===== config.mk =====
export PLATFORM = sky130hd
export DESIGN_NAME = sclk_gen_flat
export DESIGN_NICKNAME = d
export VERILOG_FILES = /design/src/rtl/sclk_gen_pkg.sv /design/src/rtl/sclk_gen_if.sv /design/src/rtl/sclk_half_cnt.sv /design/src/rtl/sclk_gen.sv /design/src/flat_wrapper.sv
export SDC_FILE = /design/constraint.sdc
export NUM_CORES = 1
export LEC_CHECK = 0
export ABC_AREA = 1
export BUFFER_PORTS_ARGS = -buffer_cell sky130_fd_sc_hd__buf_2
export CAP_MARGIN = 40
export CORE_UTILIZATION = 30
export CTS_BUF_LIST = sky130_fd_sc_hd__clkbuf_8
export DETAILED_ROUTE_END_ITERATION = 10
export PLACE_DENSITY = 0.44
export SLEW_MARGIN = 15
export SYNTH_ARGS = -nofsm -noshare
export SYNTH_HDL_FRONTEND = slang
export SYNTH_HIERARCHICAL = 1
export SYNTH_SLANG_ARGS = --single-unit

===== constraint.sdc =====
create_clock -name clk -period 3.34 [get_ports clk]
set_clock_uncertainty 0.1 [all_clocks]
set_input_delay 0.334 -clock clk [delete_from_list [all_inputs] [get_ports clk]]
set_output_delay 0.334 -clock clk [all_outputs]
set_load 0.01 [all_outputs]

===== src/rtl/sclk_gen_pkg.sv =====
// Shared types and constants for the QSPI serial-clock generator.
package sclk_gen_pkg;

  typedef enum logic [1:0] {
    ST_IDLE = 2'd0,
    ST_RUN  = 2'd1,
    ST_TAIL = 2'd2
  } state_t;

  // SPI modes encoded as {cpol, cpha}
  localparam logic [1:0] MODE0 = 2'b00;
  localparam logic [1:0] MODE1 = 2'b01;
  localparam logic [1:0] MODE2 = 2'b10;
  localparam logic [1:0] MODE3 = 2'b11;

endpackage


===== src/rtl/sclk_gen_if.sv =====
// Burst request / strobe bundle between the transaction controller and sclk_gen.
interface sclk_gen_if #(
  parameter int DIV_W = 8,
  parameter int CNT_W = 16
);
  logic [DIV_W-1:0] i_div;
  logic             i_cpol;
  logic             i_cpha;
  logic [CNT_W-1:0] i_n_cycles;
  logic             i_start;
  logic             i_stop;

  logic             o_sclk;
  logic             o_lead_edge;
  logic             o_trail_edge;
  logic             o_sample;
  logic             o_shift;
  logic             o_busy;
  logic             o_done;

  modport master (
    output i_div, i_cpol, i_cpha, i_n_cycles, i_start, i_stop,
    input  o_sclk, o_lead_edge, o_trail_edge, o_sample, o_shift, o_busy, o_done
  );

  modport slave (
    input  i_div, i_cpol, i_cpha, i_n_cycles, i_start, i_stop,
    output o_sclk, o_lead_edge, o_trail_edge, o_sample, o_shift, o_busy, o_done
  );
endinterface


===== src/rtl/sclk_half_cnt.sv =====
// Half-period counter: counts 0..limit while enabled, flags the terminal cycle and wraps.
module sclk_half_cnt #(
  parameter int DIV_W = 8
) (
  input  logic             clk,
  input  logic             rst,
  input  logic             i_load,
  input  logic             i_clr,
  input  logic             i_en,
  input  logic [DIV_W-1:0] i_limit,
  output logic             o_wrap
);

  logic [DIV_W-1:0] r_cnt;
  logic [DIV_W-1:0] r_limit;

  assign o_wrap = i_en && (r_cnt == r_limit);

  always_ff @(posedge clk or posedge rst) begin
    if (rst) begin
      r_cnt   <= '0;
      r_limit <= '0;
    end else if (i_load) begin
      r_cnt   <= '0;
      r_limit <= i_limit;
    end else if (i_clr) begin
      r_cnt <= '0;
    end else if (i_en) begin
      r_cnt <= o_wrap ? '0 : r_cnt + DIV_W'(1);
    end
  end

endmodule


===== src/rtl/sclk_gen.sv =====
// Mode-configurable SCLK generator running bursts of N clocks with edge strobes.
//   state   | meaning
//   IDLE    | sclk follows cpol, waiting for start
//   RUN     | toggling sclk every div+1 cycles until 2*N edges
//   TAIL    | sclk held at idle level for div+1 cycles, then done
module sclk_gen
  import sclk_gen_pkg::*;
#(
  parameter int DIV_W = 8,
  parameter int CNT_W = 16
) (
  input logic        clk,
  input logic        rst,
  sclk_gen_if.slave  bus
);

  state_t           r_state;
  logic             r_sclk;
  logic             r_lead;
  logic             r_trail;
  logic             r_busy;
  logic             r_done;
  logic             r_cpol;
  logic             r_cpha;
  logic [CNT_W-1:0] r_n;
  logic [CNT_W:0]   r_edges;

  logic             w_wrap;
  logic             w_load;
  logic             w_en;
  logic             w_clr;
  logic             w_last;
  logic [CNT_W:0]   w_edges_nxt;

  assign w_load      = (r_state == ST_IDLE) && bus.i_start;
  assign w_en        = (r_state != ST_IDLE);
  assign w_clr       = w_en && bus.i_stop;
  assign w_edges_nxt = r_edges + (CNT_W + 1)'(1);
  assign w_last      = (w_edges_nxt == {r_n, 1'b0});

  sclk_half_cnt #(.DIV_W(DIV_W)) u_half_cnt (
    .clk     (clk),
    .rst     (rst),
    .i_load  (w_load),
    .i_clr   (w_clr),
    .i_en    (w_en),
    .i_limit (bus.i_div),
    .o_wrap  (w_wrap)
  );

  always_ff @(posedge clk or posedge rst) begin
    if (rst) begin
      r_state <= ST_IDLE;
      r_sclk  <= 1'b0;
      r_lead  <= 1'b0;
      r_trail <= 1'b0;
      r_busy  <= 1'b0;
      r_done  <= 1'b0;
      r_cpol  <= 1'b0;
      r_cpha  <= 1'b0;
      r_n     <= '0;
      r_edges <= '0;
    end else begin
      r_lead  <= 1'b0;
      r_trail <= 1'b0;
      r_done  <= 1'b0;
      case (r_state)
        ST_IDLE: begin
          r_sclk <= bus.i_cpol;
          r_busy <= 1'b0;
          if (bus.i_start) begin
            r_cpol  <= bus.i_cpol;
            r_cpha  <= bus.i_cpha;
            r_n     <= bus.i_n_cycles;
            r_edges <= '0;
            if (bus.i_n_cycles != '0) begin
              r_state <= ST_RUN;
              r_busy  <= 1'b1;
            end else begin
              r_done <= 1'b1;
            end
          end
        end
        ST_RUN: begin
          // abort beats any edge due in the same cycle
          if (bus.i_stop) begin
            r_state <= ST_IDLE;
            r_busy  <= 1'b0;
            r_sclk  <= r_cpol;
          end else if (w_wrap) begin
            r_sclk  <= ~r_sclk;
            r_lead  <= (r_sclk == r_cpol);
            r_trail <= (r_sclk != r_cpol);
            r_edges <= w_edges_nxt;
            if (w_last) begin
              r_state <= ST_TAIL;
            end
          end
        end
        ST_TAIL: begin
          r_sclk <= r_cpol;
          if (bus.i_stop) begin
            r_state <= ST_IDLE;
            r_busy  <= 1'b0;
          end else if (w_wrap) begin
            r_state <= ST_IDLE;
            r_busy  <= 1'b0;
            r_done  <= 1'b1;
          end
        end
        default: begin
          r_state <= ST_IDLE;
          r_busy  <= 1'b0;
        end
      endcase
    end
  end

  assign bus.o_sclk       = r_sclk;
  assign bus.o_lead_edge  = r_lead;
  assign bus.o_trail_edge = r_trail;
  assign bus.o_sample     = r_cpha ? r_trail : r_lead;
  assign bus.o_shift      = r_cpha ? r_lead : r_trail;
  assign bus.o_busy       = r_busy;
  assign bus.o_done       = r_done;

endmodule

===== src/flat_wrapper.sv =====
// flat-port wrapper written by rule: the top's interface ports become plain ports
module sclk_gen_flat import sclk_gen_pkg::*;
#(
  parameter int DIV_W = 8,
  parameter int CNT_W = 16
)
  (clk, rst, bus_i_div, bus_i_cpol, bus_i_cpha, bus_i_n_cycles, bus_i_start, bus_i_stop, bus_o_sclk, bus_o_lead_edge, bus_o_trail_edge, bus_o_sample, bus_o_shift, bus_o_busy, bus_o_done);
  sclk_gen_if #(.DIV_W(DIV_W), .CNT_W(CNT_W)) bus_i ();
  input logic clk;
  input logic rst;
  input wire logic [$bits(bus_i.i_div)-1:0] bus_i_div;
  input wire logic [$bits(bus_i.i_cpol)-1:0] bus_i_cpol;
  input wire logic [$bits(bus_i.i_cpha)-1:0] bus_i_cpha;
  input wire logic [$bits(bus_i.i_n_cycles)-1:0] bus_i_n_cycles;
  input wire logic [$bits(bus_i.i_start)-1:0] bus_i_start;
  input wire logic [$bits(bus_i.i_stop)-1:0] bus_i_stop;
  output wire logic [$bits(bus_i.o_sclk)-1:0] bus_o_sclk;
  output wire logic [$bits(bus_i.o_lead_edge)-1:0] bus_o_lead_edge;
  output wire logic [$bits(bus_i.o_trail_edge)-1:0] bus_o_trail_edge;
  output wire logic [$bits(bus_i.o_sample)-1:0] bus_o_sample;
  output wire logic [$bits(bus_i.o_shift)-1:0] bus_o_shift;
  output wire logic [$bits(bus_i.o_busy)-1:0] bus_o_busy;
  output wire logic [$bits(bus_i.o_done)-1:0] bus_o_done;
  assign bus_i.i_div = bus_i_div;
  assign bus_i.i_cpol = bus_i_cpol;
  assign bus_i.i_cpha = bus_i_cpha;
  assign bus_i.i_n_cycles = bus_i_n_cycles;
  assign bus_i.i_start = bus_i_start;
  assign bus_i.i_stop = bus_i_stop;
  assign bus_o_sclk = bus_i.o_sclk;
  assign bus_o_lead_edge = bus_i.o_lead_edge;
  assign bus_o_trail_edge = bus_i.o_trail_edge;
  assign bus_o_sample = bus_i.o_sample;
  assign bus_o_shift = bus_i.o_shift;
  assign bus_o_busy = bus_i.o_busy;
  assign bus_o_done = bus_i.o_done;
  sclk_gen #(.DIV_W(DIV_W), .CNT_W(CNT_W)) u_core (.clk(clk), .rst(rst), .bus(bus_i));
endmodule

==> results.yml <==
run_status:
  outcome: "complete, no violations"
cells_and_area:
  fin_area_um2: 4153
  nets: 566
  area_growth_pct: 16.70
  drive_gt1_share_pct: 18.66
  num_antenna_cells: 0
  mostFrequentLayoutCell: "nand2_1"
  final_cell_mix: "nand2_1 (143), inv_1 (67), dfrtp_1 (58)"
timing:
  setup_viol: 0
  min_period_ps: 2876
  drv_slew: 0
  slew_headroom_pct: 59.07
  hold_viol: 0
  timing.fmax_mhz: 347.7
  rsz0062_at_grt: "no"
  fin_crit_sh_pct: 86.10
  tns_ps: 0
  timing.hold.ws_ps: 91.97
  tightest_slew_ps: 613.2
logic_synthesis:
  synth-seq-area-share_pct: 40.79
  synthesis.area_um2: 3558
  synth-seq-cells: 58
  synth_ff_type: "dfrtp_1"
  synth_fp_nets: 521
  syn_inst: 486
  synthArstFlopShare_pct: 100.0
  yosys_warnings: 6
  syn_area_per_cell_um2: 7.322
  ys_types: 35
  synth-edff-count: 0
detailed_routing:
  drt_iter0_markers: 253
  ant_nets: 0
  drc_errors: 0
  vias: 3220
  wl_per_cell_um: 13.66
  vias_per_cell: 4.742
  first_pass_iters: 4
  routed_wl_mm: 9.278
power:
  ir_drop_mv: 0.3279
  p_leak_nw: 1.974
  power.total_mw: 2.790
  switching_share_pct: 39.58
  power.clock.fraction_pct: 26.1
  power.switching_mw: 1.104
  powerDensity_nw_per_um2: 671.8
  power.internal_mw: 1.686
  p_comb_share_pct: 36.0
  seqPwrFrac_pct: 37.9
placement:
  gp_congestion: 0.8918
  port_buffers: 36
  hpwl_mm: 7.131
  place_area_um2: 3924
grt:
  grt_pass1_wl_mm: 15.57
  grt_max_degree: 28
  antenna_found_initial: 0
  grt_pass1_vias: 3092
  gr-total-overflow: 0
  gr-usage-all-layers_pct: 16.24
die:
  fp.coreArea_um2: 11470
  dieArea_um2: 12300
  initial_core_util_pct: 31.03
  die_y_um: 110.9
  placementRows: 39
  die_x_um: 110.9
  ios: 37
clock_network:
  cts-root-buf: "clkbuf_8"
  post_cts_buffers: 0
  cts_buffer_depth: 2
  tritoncts: "built"
  clock_latency_ps: 340
  ctsHtreeMaxLevel: 3
  clock-sinks: 58
  cts.clk_slew.worst_paths_ps: 70
  cts_made_buffers: 9
critical_path:
  required_ps: 3490
  critPathMaxFanout: 13
  arrival_ps: 3030
  path_class: "reg2reg"
  startpoint_type: "flip-flop"
  endpoint_kind: "flip-flop"
flow_run:
  maxCapViolCount: 0
worst_hold_path:
  hold_path_class: "in2reg"
-- metal layers --
| metal | track usage [%] | vias up | routed length (um) |
|---|---|---|---|
| li1 | - | 1649 | - |
| met3 | 3.882 | 9 | 397 |
| met2 | 25.22 | 78 | 4102 |
| met5 | 0 | - | 0 |
| met4 | 5.067 | 0 | 78 |
| met1 | 22.28 | 1484 | 4699 |
-- worst max-delay path, stage by stage, from the launching register on --
cell and delay (ps):
dfrtp_1 380, inv_1 80, ha_1 260, inv_1 150, inv_1 130, a21oi_1 140
nand4_1 100, nor2_1 210, inv_1 110, nand2_1 90, o211ai_1 130, nor2_1 320
inv_1 350, o21ai_0 230
-- Yosys cell counts, drive strengths merged, types with 5 or more instances --
master	count	area (um^2)
a21oi	6	30.03
dfrtp	58	1451
ha	5	62.56
inv	70	262.8
nand2	155	631.8
nand3	35	190.2
nand4	10	62.56
nor2	57	307.8
nor3	8	40.04
o21ai	38	201.5
o22ai	12	75.07
xor2	5	43.79
-- repair_timing --
| action | 4_1_cts | 5_1_grt |
|---|---|---|
| hold buffers | 1 | 0 |
| gates resized for setup | 0 | 0 |
| hold endpoints to repair | 33 | 0 |
-- power by group through the flow --
| stage | Combinational, mW | Sequential (mW) | Clock (mW) |
|---|---|---|---|
| 6_report | 1.00 | 1.06 | 0.730 |
| 5_1_grt | 1.15 | 1.08 | 0.788 |
| 4_1_cts | 1.02 | 1.06 | 0.760 |
| 3_5_place_dp | 1.01 | 1.07 | 0 |
| 3_3_place_gp | 1.01 | 1.07 | 0 |
| 2_1_floorplan | 0.752 | 1.02 | 0 |
-- flip-flops by register name (all words and copies together) (netlist names) --
name / cells
u_core/r_state: 2
u_core/r_cpol: 1
u_core/bus.o_lead_edge: 1
u_core/bus.o_trail_edge: 1
u_core/bus.o_busy: 1
u_core/r_n: 16
u_core/bus.o_done: 1
u_core/u_half_cnt/r_limit: 8
u_core/bus.o_sclk: 1
u_core/u_half_cnt/r_cnt: 8
u_core/r_edges: 17
u_core/r_cpha: 1
-- cells by family after synthesis --
| logic type | Yosys count | synth area share [%] |
|---|---|---|
| simple gates | 268 | 35.20 |
| xor+xnor | 9 | 2.602 |
| compound gates | 63 | 10.20 |
| mux | 2 | 0.6329 |
| buf+inv | 81 | 8.825 |
| flops | 58 | 40.79 |
| fa+ha+maj | 5 | 1.758 |
-- final cells by class --
cell class | instances | area, um^2
multi-input cells | 347 | 1793
well taps | 143 | 178.9
clock buffers | 10 | 137.6
repair buffers | 41 | 232.7
clock inverters | 6 | 81.33
inverters | 74 | 277.8
fillers | 1246 | 7315
flip-flops and latches | 58 | 1451
-- worst paths after layout --
kind	from	end	slack, ps	depth (start not counted)
worst min register to register	u_core/r_n[4]	u_core/r_n[4]	420	2
worst max register to register	u_core/r_state[0]	u_core/r_edges[1]	460	13
min in group asynchronous	rst	u_core/r_edges[7]	450	3
max in group asynchronous	rst	u_core/r_cpol	2190	4
worst max-delay path	u_core/r_state[0]	u_core/r_edges[1]	460	13
worst min-delay path	bus_i_cpha	u_core/r_cpha	90	3
-- through the flow --
stage               setup slack [ps]  utilization, %  cells
finish                         464.4           36.21    679
global route                   90.49           36.21    679
CTS                            465.7           36.21    679
detailed placement             509.9           34.22    662
global placement               704.0           34.04    661
floorplan                      968.7               -    486
(Power assumes the default switching activity.)
